$ cat src/rtl/mem_master.sv
// Burst master for a 16x8 synchronous memory: streams write bursts in and read bursts out.
// Optional MEM_MASTER_BUSY_ERR_EN adds an err pulse for a start that arrives while busy.
module mem_master (
   input  logic       clk,
   input  logic       rst,
   input  logic       start,
   input  logic       op,
   input  logic [3:0] base_ad,
   input  logic [3:0] len,
   input  logic [7:0] wdata,
   input  logic       wvalid,
   output logic       wready,
   output logic [7:0] rdata,
   output logic       rvalid,
   output logic       busy,
   output logic       done,
   output logic       mem_wr,
   output logic       mem_rd,
   output logic [3:0] mem_ad,
   output logic [7:0] mem_din,
   input  logic [7:0] mem_dout
`ifdef MEM_MASTER_BUSY_ERR_EN
   ,
   output logic       err
`endif
);

   typedef enum logic [2:0] {
      IDLE,
      WRITE,
      FLUSH,
      READ,
      DRAIN,
      DONE
   } state_t;

   state_t     state;
   logic [3:0] cur_ad;
   logic [3:0] cnt;
   logic       rd_p1;

   always_ff @(posedge clk or negedge rst) begin
      if (!rst) begin
         state   <= IDLE;
         cur_ad  <= 4'd0;
         cnt     <= 4'd0;
         rd_p1   <= 1'b0;
         busy    <= 1'b0;
         done    <= 1'b0;
         wready  <= 1'b0;
         rvalid  <= 1'b0;
         rdata   <= 8'd0;
         mem_wr  <= 1'b0;
         mem_rd  <= 1'b0;
         mem_ad  <= 4'd0;
         mem_din <= 8'd0;
      end else begin
         // p1: mem_dout is valid in the cycle after each mem_rd cycle; register it here
         rd_p1  <= mem_rd;
         rvalid <= rd_p1;
         if (rd_p1)
            rdata <= mem_dout;

         case (state)
            IDLE: begin
               mem_wr <= 1'b0;
               mem_rd <= 1'b0;
               done   <= 1'b0;
               if (start) begin
                  cnt  <= len;
                  busy <= 1'b1;
                  if (op) begin
                     state  <= READ;
                     mem_rd <= 1'b1;
                     mem_ad <= base_ad;
                     cur_ad <= base_ad + 4'd1;
                  end else begin
                     state  <= WRITE;
                     wready <= 1'b1;
                     cur_ad <= base_ad;
                  end
               end
            end
            WRITE: begin
               if (wvalid) begin
                  mem_wr  <= 1'b1;
                  mem_ad  <= cur_ad;
                  mem_din <= wdata;
                  cur_ad  <= cur_ad + 4'd1;
                  cnt     <= cnt - 4'd1;
                  if (cnt == 4'd0) begin
                     state  <= FLUSH;
                     wready <= 1'b0;
                  end
               end else begin
                  mem_wr <= 1'b0;
               end
            end
            FLUSH: begin
               mem_wr <= 1'b0;
               done   <= 1'b1;
               state  <= DONE;
            end
            READ: begin
               if (cnt == 4'd0) begin
                  mem_rd <= 1'b0;
                  state  <= DRAIN;
               end else begin
                  mem_ad <= cur_ad;
                  cur_ad <= cur_ad + 4'd1;
                  cnt    <= cnt - 4'd1;
               end
            end
            DRAIN: begin
               // once the last returning word has moved into rdata, rvalid is high now
               if (!rd_p1) begin
                  done  <= 1'b1;
                  state <= DONE;
               end
            end
            DONE: begin
               done  <= 1'b0;
               busy  <= 1'b0;
               state <= IDLE;
            end
            default: begin
               state  <= IDLE;
               busy   <= 1'b0;
               done   <= 1'b0;
               wready <= 1'b0;
               mem_wr <= 1'b0;
               mem_rd <= 1'b0;
            end
         endcase
      end
   end

`ifdef MEM_MASTER_BUSY_ERR_EN
   always_ff @(posedge clk or negedge rst) begin
      if (!rst)
         err <= 1'b0;
      else
         err <= start && busy;
   end
`endif

endmodule

$ cat config.mk
export PLATFORM = sky130hd
export DESIGN_NAME = mem_master
export DESIGN_NICKNAME = d
export VERILOG_FILES = /design/src/rtl/mem_master.sv
export SDC_FILE = /design/constraint.sdc
export NUM_CORES = 1
export LEC_CHECK = 0
export CORE_MARGIN = 2
export CORE_UTILIZATION = 40
export CTS_CLUSTER_DIAMETER = 40
export DETAILED_ROUTE_END_ITERATION = 12
export PLACE_DENSITY = 0.75
export SETUP_SLACK_MARGIN = 0.15
export SKIP_LAST_GASP = 1
export SYNTH_ARGS = -nofsm -noshare
export SYNTH_HDL_FRONTEND = slang
export SYNTH_SLANG_ARGS = --single-unit
$ cat constraint.sdc
create_clock -name clk -period 2.4 [get_ports clk]
set_input_delay 0.72 -clock clk [delete_from_list [all_inputs] [get_ports clk]]
set_output_delay 0.72 -clock clk [all_outputs]
set_load 0.05 [all_outputs]
## Word-level counts from Yosys, hierarchy flattened

Cells that the tools add are included.

| word-level totals | value |
|---|---|
| register bits | 38 |
| input port bits | 29 |

| cells by class | value |
|---|---|
| add/subtract/negate cells | 3 |
| equality and inequality tests | 13 |
| muxes and demuxes | 35 |
| bitwise operators | 4 |
| reductions and logical operators | 16 |

Operators by type and width:

| cell | count |
|---|---|
| 2-to-1 mux 4 bit | 11 |
| case mux 4 bit (3 select lines) | 3 |
| inequality test 2 bit, second input constant | 8 |
| 2-to-1 mux 3 bit | 5 |
| case mux 3 bit (5 select lines) | 1 |
| AND reduction 5 bit | 3 |
| OR reduction 4 bit | 3 |
| 2-to-1 mux 1 bit | 9 |
| case mux 1 bit (3 select lines) | 3 |
| adder 4 x 1 -> 4 bit, second input constant | 2 |
| AND reduction 2 bit | 4 |
| equality test 3 x 2 -> 1 bit, second input constant | 2 |
| equality test 3 bit, second input constant | 2 |
| logical NOT 4 bit | 1 |
| NOT 1 bit | 4 |
| case mux 1 bit (2 select lines) | 2 |
| AND reduction 4 bit | 1 |
| subtractor 4 x 1 -> 4 bit, second input constant | 1 |
| equality test 3 x 1 -> 1 bit, second input constant | 1 |
| logical NOT 3 bit | 1 |
| nonzero test 3 bit | 1 |
| OR reduction 3 bit | 1 |
| 2-to-1 mux 2 bit | 1 |
| OR reduction 2 bit | 1 |

## Longest topological paths before layout

Gate-level depths: netlist of the first run.

| depth | value |
|---|---|
| depth in word-level cells | 4 |
| gate-level depth with buffers | 7 |

## Worst setup path after synthesis of the first run

No wires, ideal clock.

| timing | value |
|---|---|
| path type | flip-flop to flip-flop |
| start | register cnt[0] |
| end | register mem_ad[0] |
| arrival | 1.941 ns |
| data required time | 2.275 ns |
| setup slack | 0.334 ns |
| cell stages (with the launch flop) | 7 |
| cell sequence | dfrtp_1 > inv_1 > ha_1 > or3b_1 > a221o_2 > a21boi_4 > mux2_2 |

| on the way | value |
|---|---|
| cells in the longest elaborated chain, start to end | 3 |

RTL lines:

| element | line | text |
|---|---|---|
| from (decl) | 39 | `logic [3:0] cnt;` |
| from (signal assigned) | 70 | `cnt <= len;` |
| from (signal assigned) | 90 | `cnt <= cnt - 4'd1;` |
| from (signal assigned) | 111 | `cnt <= cnt - 4'd1;` |
| logical NOT 4 bit | 105 | `if (cnt == 4'd0) begin` |
| inequality test 2 bit (no source line) | -- |  |
| AND reduction 5 bit (no source line) | -- |  |
| to (signal assigned) | 75 | `mem_ad <= base_ad;` |
| to (signal assigned) | 87 | `mem_ad <= cur_ad;` |
| to (signal assigned) | 109 | `mem_ad <= cur_ad;` |
| to (decl) | 19 | `output logic [3:0] mem_ad,` |

No other way between the ends.
A chain may end at the register's enable or synchronous reset.

## Worst setup path after layout of the first run

| timing | value |
|---|---|
| start | register mem_wr |
| end | output port mem_wr |

RTL lines:

| element | line | text |
|---|---|---|
| from (decl) | 17 | `output logic mem_wr,` |
| from (signal assigned) | 53 | `mem_wr <= 1'b0;` |
| from (signal assigned) | 66 | `mem_wr <= 1'b0;` |
| from (signal assigned) | 86 | `mem_wr <= 1'b1;` |

No word-level cell between the ends.

==> results.yml, run 1 <==
status:
  status: "finished clean"
timing:
  slew-limit-headroom_pct: 60.6
  timing.hold.ws_ns: 0.409
  finalSetupViolations: 0
  max_freq_ghz: 0.454
  rsz0062_at_grt: "false"
  post-route-period-util_pct: 91.7
  final_hold_viol_count: 0
  finalCriticalPeriod_ns: 2.20
  slew_violations: 0
  tns_ns: 0
  worst_slew_pin_slew_ns: 0.591
  finalClockSkew_ns: 0.00564
cts:
  cts_root_buf: "clkbuf_8"
  clk_pin_slew_ns: 0.08
  cts_tree: "built"
  clk_latency_ns: 0.30
  cts-buffers-inserted: 5
  htree_num_levels: 2
  clockBufferDepth: 2
  cts.sinks: 38
pwr:
  leakage_nw: 1.15
  cellPowerDensity_nw_per_um2: 1630
  peakVddDrop_mv: 0.803
  total_power_mw: 4.33
floorplanning:
  die_area_sq_um: 5150
  start_util_pct: 41.9
  die_width_microns: 71.7
  top_level_ports: 55
  die_h_microns: 71.7
  core_sq_um: 4380
  rows: 24
final_layout:
  multi_input_area_sq_um: 833
  seqCellArea_sq_um: 951
  syn_to_final_growth_pct: 45.1
  diodes: 0
  num-fill-cells: 391
  drive_gt1_share_pct: 21.4
  nets: 265
route:
  drtIter0Drc: 81
  viasPerCell: 5.12
  drc_errors: 0
  dr.pass1.iters: 4
  antenna_left: 0
  wirelength_microns: 4070
  wl_per_cell_microns: 14.2
  num_vias: 1463
grt:
  grt.total_usage_pct: 17.6
  grt_pass1_vias: 1459
  grt_max_degree: 27
  grt-ovfl-total: 0
  antenna_found_initial: 0
  grt_pass1_wl_microns: 7010
synth:
  syn_area_sq_um: 1840
  postSynthCellCount: 168
  synth.area.top_cells: "dfrtp_1, mux2_2, o21ai_0"
  synth_top_flop_cell: "dfrtp_1"
  yosysUniqueCellTypes: 34
  synth_edf_count: 0
  synth_top_area_cell: "dfrtp_1"
  ys_seq_area_share_pct: 51.8
  synth.top_cell.area_share_pct: 51.8
  syn_avg_cell_area_sq_um: 10.9
  ys_seq_elements: 38
  synth-async-reset-ratio_pct: 100
  yosys_warnings: 0
  syn_nets: 200
setup_path:
  startpoint: "mem_wr"
  crit_type: "flip-flop to output port"
  path_buf_inv: 1
  worstPathMaxFanout: 3
  crit-reg2reg-launch: "cnt[0]"
  slowest_stage: "clkdlybuf4s50_1"
  end_kind: "output port"
  crit_family: "buffers and inverters"
  crit_arrival_ns: 1.48
  cp-start-kind: "flip-flop"
  worst_path_largest_cell_delay_ns: 0.81
  worst_ep_required_time_ns: 1.68
  crit_chain: "clkdlybuf4s50_1"
placement:
  gp_congestion: 0.843
  detailed_place_hpwl_microns: 2970
  numPortBuffers: 54
min_path:
  hold_class: "flip-flop to flip-flop"
  min-delay-start: "mem_rd"
flow_run:
  drv_cap: 0
==> cell usage after synthesis, types with 2 or more instances <==
library cell and n:
a21oi_1 13, o22ai_1 3, xnor2_1 3, nor3b_1 3, mux2_2 22, nand3_1 4
nor2b_1 7, dfrtp_1 38, nand2_1 8, nand2b_1 3, inv_1 7, nand3b_1 2
buf_2 3, nor3_1 3, clkbuf_1 6, o21ai_0 17, nor2_1 7, ha_1 3
==> registers in the layout, summed over array words and instances (netlist names), 3 cells and up <==
| name | cells |
|---|---|
| cur_ad | 4 |
| state | 3 |
| cnt | 4 |
| mem_din | 8 |
| rdata | 8 |
| mem_ad | 4 |
==> cell usage in the layout, fill, tap and decap left out, types with 2 or more instances in the layout <==
cell type         n
clkdlybuf4s50_1  51
dfrtp_1          38
mux2_2           22
o21ai_0          17
buf_4            14
a21oi_1          13
nand2_1           8
inv_1             7
nor2b_1           7
nor2_1            7
clkbuf_8          6
nand3_1           4
nand2b_1          3
nor3b_1           3
xnor2_1           3
o22ai_1           3
nor3_1            3
nand3b_1          2
ha_1              2
bufinv_16         2
dlymetal6s2s_1    2
==> kinds of logic after synthesis <==
group | Yosys count | share of synthesized area, %
buffers and inverters | 17 | 3.89
AND/OR/NAND/NOR | 42 | 12.6
XOR/XNOR | 3 | 1.43
AO/OA/AOI/OAI | 41 | 13.6
adder cells (fa/ha/maj) | 3 | 2.05
flip-flops | 38 | 51.8
multiplexers | 24 | 14.7
==> area by class of cell <==
cell class | count | share of cell area, %
multi-input combinational | 113 | 31.3
tap | 52 | 2.44
inverter | 7 | 0.986
sequential | 38 | 35.7
clock inverter | 2 | 2.25
timing repair buffer | 68 | 24.2
clock buffer | 6 | 3.10
==> path summary, 6_finish.rpt <==
| path | to | slack, ns | depth (start not counted) |
|---|---|---|---|
| min in group asynchronous | mem_din[5] | 0.42 | 1 |
| setup / recovery | mem_wr | 0.20 | 1 |
| setup reg to reg | mem_ad[2] | 0.25 | 6 |
| max in group asynchronous | mem_ad[2] | 1.45 | 2 |
| hold / removal | rd_p1 | 0.41 | 0 |
| hold reg to reg | rd_p1 | 0.41 | 0 |
==> stage by stage <==
stage	area [sq um]	utilization, %	setup slack (ns)	instances
2_1_floorplan	1840	-	0.334	168
3_3_place_gp	2500	57.1	-0.00188	278
3_5_place_dp	2500	57.1	-0.0396	278
4_1_cts	2650	60.3	0.155	286
5_1_grt	2660	60.8	0.154	286
6_report	2660	60.8	0.199	286
==> what timing repair did <==
item | in CTS | in global routing
hold buffers | 0 | 0
endpoints found under the setup margin | 0 | 7
gates resized for setup | 0 | 5
setup buffers | 0 | 0
==> per-layer routing <==
layer	GRT usage [%]	wire length, microns	vias up	part of all wire, %
met3	5.20	190	9	4.7
met2	26.1	1870	29	46
met5	0	0	-	0
met4	8.60	96	0	2.4
li1	-	-	722	-
met1	23.6	1910	703	47
==> power by group <==
| part | switching [mW] | internal, mW | total (mW) |
|---|---|---|---|
| logic | 1.41 | 1.03 | 2.44 |
| clock network | 0.236 | 0.443 | 0.680 |
| registers | 0.259 | 0.955 | 1.21 |
| total | 1.90 | 2.43 | 4.33 |
Power figures use the tool's default switching activity.
==> run 2: changes to the inputs <==
- CORE_UTILIZATION: 40 -> 47
- PLACE_DENSITY: 0.75 -> 0.85
==> run 2 against run 1 <==
Via count shrank 0.68%. Sequential share of layout area grew 0.86 points. Maximum frequency shrank 0.25%. Clock power shrank 25%. Global-route usage grew 2.9 points. Register-to-register slack lost 0.06 ns. Count of clock-buffer cells in the layout grew 2. Sequential cell count is the same. Worst setup slack lost 0.0056 ns. Wire length shrank 1.5%. Total power shrank 4.0%. Die area shrank 14%. Critical path type unchanged. Largest power group unchanged.
==> results.yml, run 2 (same netlist as run 1, synthesis figures left out) <==
final_layout:
  layout_commonest_cell: "clkdlybuf4s50_1"
  final_cell_area_sq_um: 2600
  final_util_pct: 70.0
  drive_gt1_share_pct: 20.8
  syn_to_final_growth_pct: 41.7
  nets: 262
  stdcell_count: 279
  diodes: 0
  num-fill-cells: 276
  layout_common_cells: "clkdlybuf4s50_1, dfrtp_1, mux2_2"
  reg_top3: "mem_din (8), rdata (8)"
timing:
  post-route-period-util_pct: 92.0
  worst_slew_pin_slew_ns: 0.516
  finalCriticalPeriod_ns: 2.21
  slew_violations: 0
  timing.hold.ws_ns: 0.421
  rsz0062_at_grt: "false"
  final_hold_viol_count: 0
  slew-limit-headroom_pct: 65.1
  max_freq_ghz: 0.453
  finalSetupViolations: 0
  finalClockSkew_ns: 0.00339
  tns_ns: 0
grt:
  grt_max_degree: 39
  grt-ovfl-total: 0
  grt.total_usage_pct: 20.6
  grt_pass1_vias: 1491
  antenna_found_initial: 0
  grt_pass1_wl_microns: 6710
floorplanning:
  start_util_pct: 49.4
  rows: 22
  die_area_sq_um: 4420
  die_width_microns: 66.5
  top_level_ports: 55
  die_h_microns: 66.5
  core_sq_um: 3720
min_path:
  hold_class: "flip-flop to flip-flop"
  holdPathStages: 0
setup_path:
  crit_arrival_ns: 1.49
  worstPathMaxFanout: 3
  end_kind: "output port"
  slowest_stage: "clkdlybuf4s50_1"
  rr_worst_depth: 6
  crit_chain: "clkdlybuf4s50_1"
  worst_path_largest_cell_delay_ns: 0.82
  crit_family: "buffers and inverters"
  path_buf_inv: 1
  worst_ep_required_time_ns: 1.68
  crit_type: "flip-flop to output port"
  cp-start-kind: "flip-flop"
  cp.depth: 1
route:
  antenna_left: 0
  drtIter0Drc: 89
  wl_per_cell_microns: 14.4
  dr.pass1.iters: 4
  viasPerCell: 5.21
  num_vias: 1453
  wirelength_microns: 4000
  drc_errors: 0
flow_run:
  drv_cap: 0
placement:
  gp_congestion: 0.821
  numPortBuffers: 54
  placedInstanceArea_sq_um: 2470
  dp_cells: 271
  detailed_place_hpwl_microns: 2860
cts:
  clk_pin_slew_ns: 0.07
  cts_tree: "built"
  cts_resized: 0
  htree_num_levels: 2
  cts_root_buf: "clkbuf_8"
  cts_setup_buffers: 0
  clockBufferDepth: 2
  cts-buffers-inserted: 5
  clk_latency_ns: 0.29
  cts.sinks: 38
  cts_hold_buffers: 0
pwr:
  cellPowerDensity_nw_per_um2: 1600
  peakVddDrop_mv: 0.990
  leakage_nw: 1.13
status:
  status: "finished clean"
## run 2: metrics by stage
stage	power [mW]	worst slack (ns)
global placement	3.56	-0.00531
detailed placement	3.64	-0.0508
global route	4.42	0.130
finish	4.16	0.193
floorplan	2.86	0.334
CTS	4.16	0.155
## run 2: final timing paths
path,to,startpoint,slack (ns)
worst max register to register,mem_ad[0],cnt[0],0.19
min in group asynchronous,mem_din[6],rst,0.47
max in group asynchronous,cnt[1],rst,1.61
worst min register to register,rd_p1,mem_rd,0.42
worst min-delay path,rd_p1,mem_rd,0.42
worst max-delay path,busy,busy,0.19
## run 2: layout make-up
type	count	area (sq um)	area share (%)
repair buffers	65	623	24.0
clock buffers	8	110	4.23
well taps	48	60.1	2.31
flip-flops and latches	38	951	36.6
inverters	7	26.3	1.01
multi-input cells	113	831	31.9
## run 2: where the power goes
group	total (mW)	internal [mW]	switching, mW	leakage, nW
Combinational	2.40	1.02	1.39	0.615
Clock	0.513	0.290	0.223	0.0575
Sequential	1.24	0.955	0.285	0.457
## run 2: layer usage
metal	GRT usage, %	vias to the layer above	part of all wire [%]
met2	33.5	34	48
li1	-	715	-
met4	10.2	0	2.2
met3	5.24	8	4.7
met1	25.2	696	45
met5	0	-	0
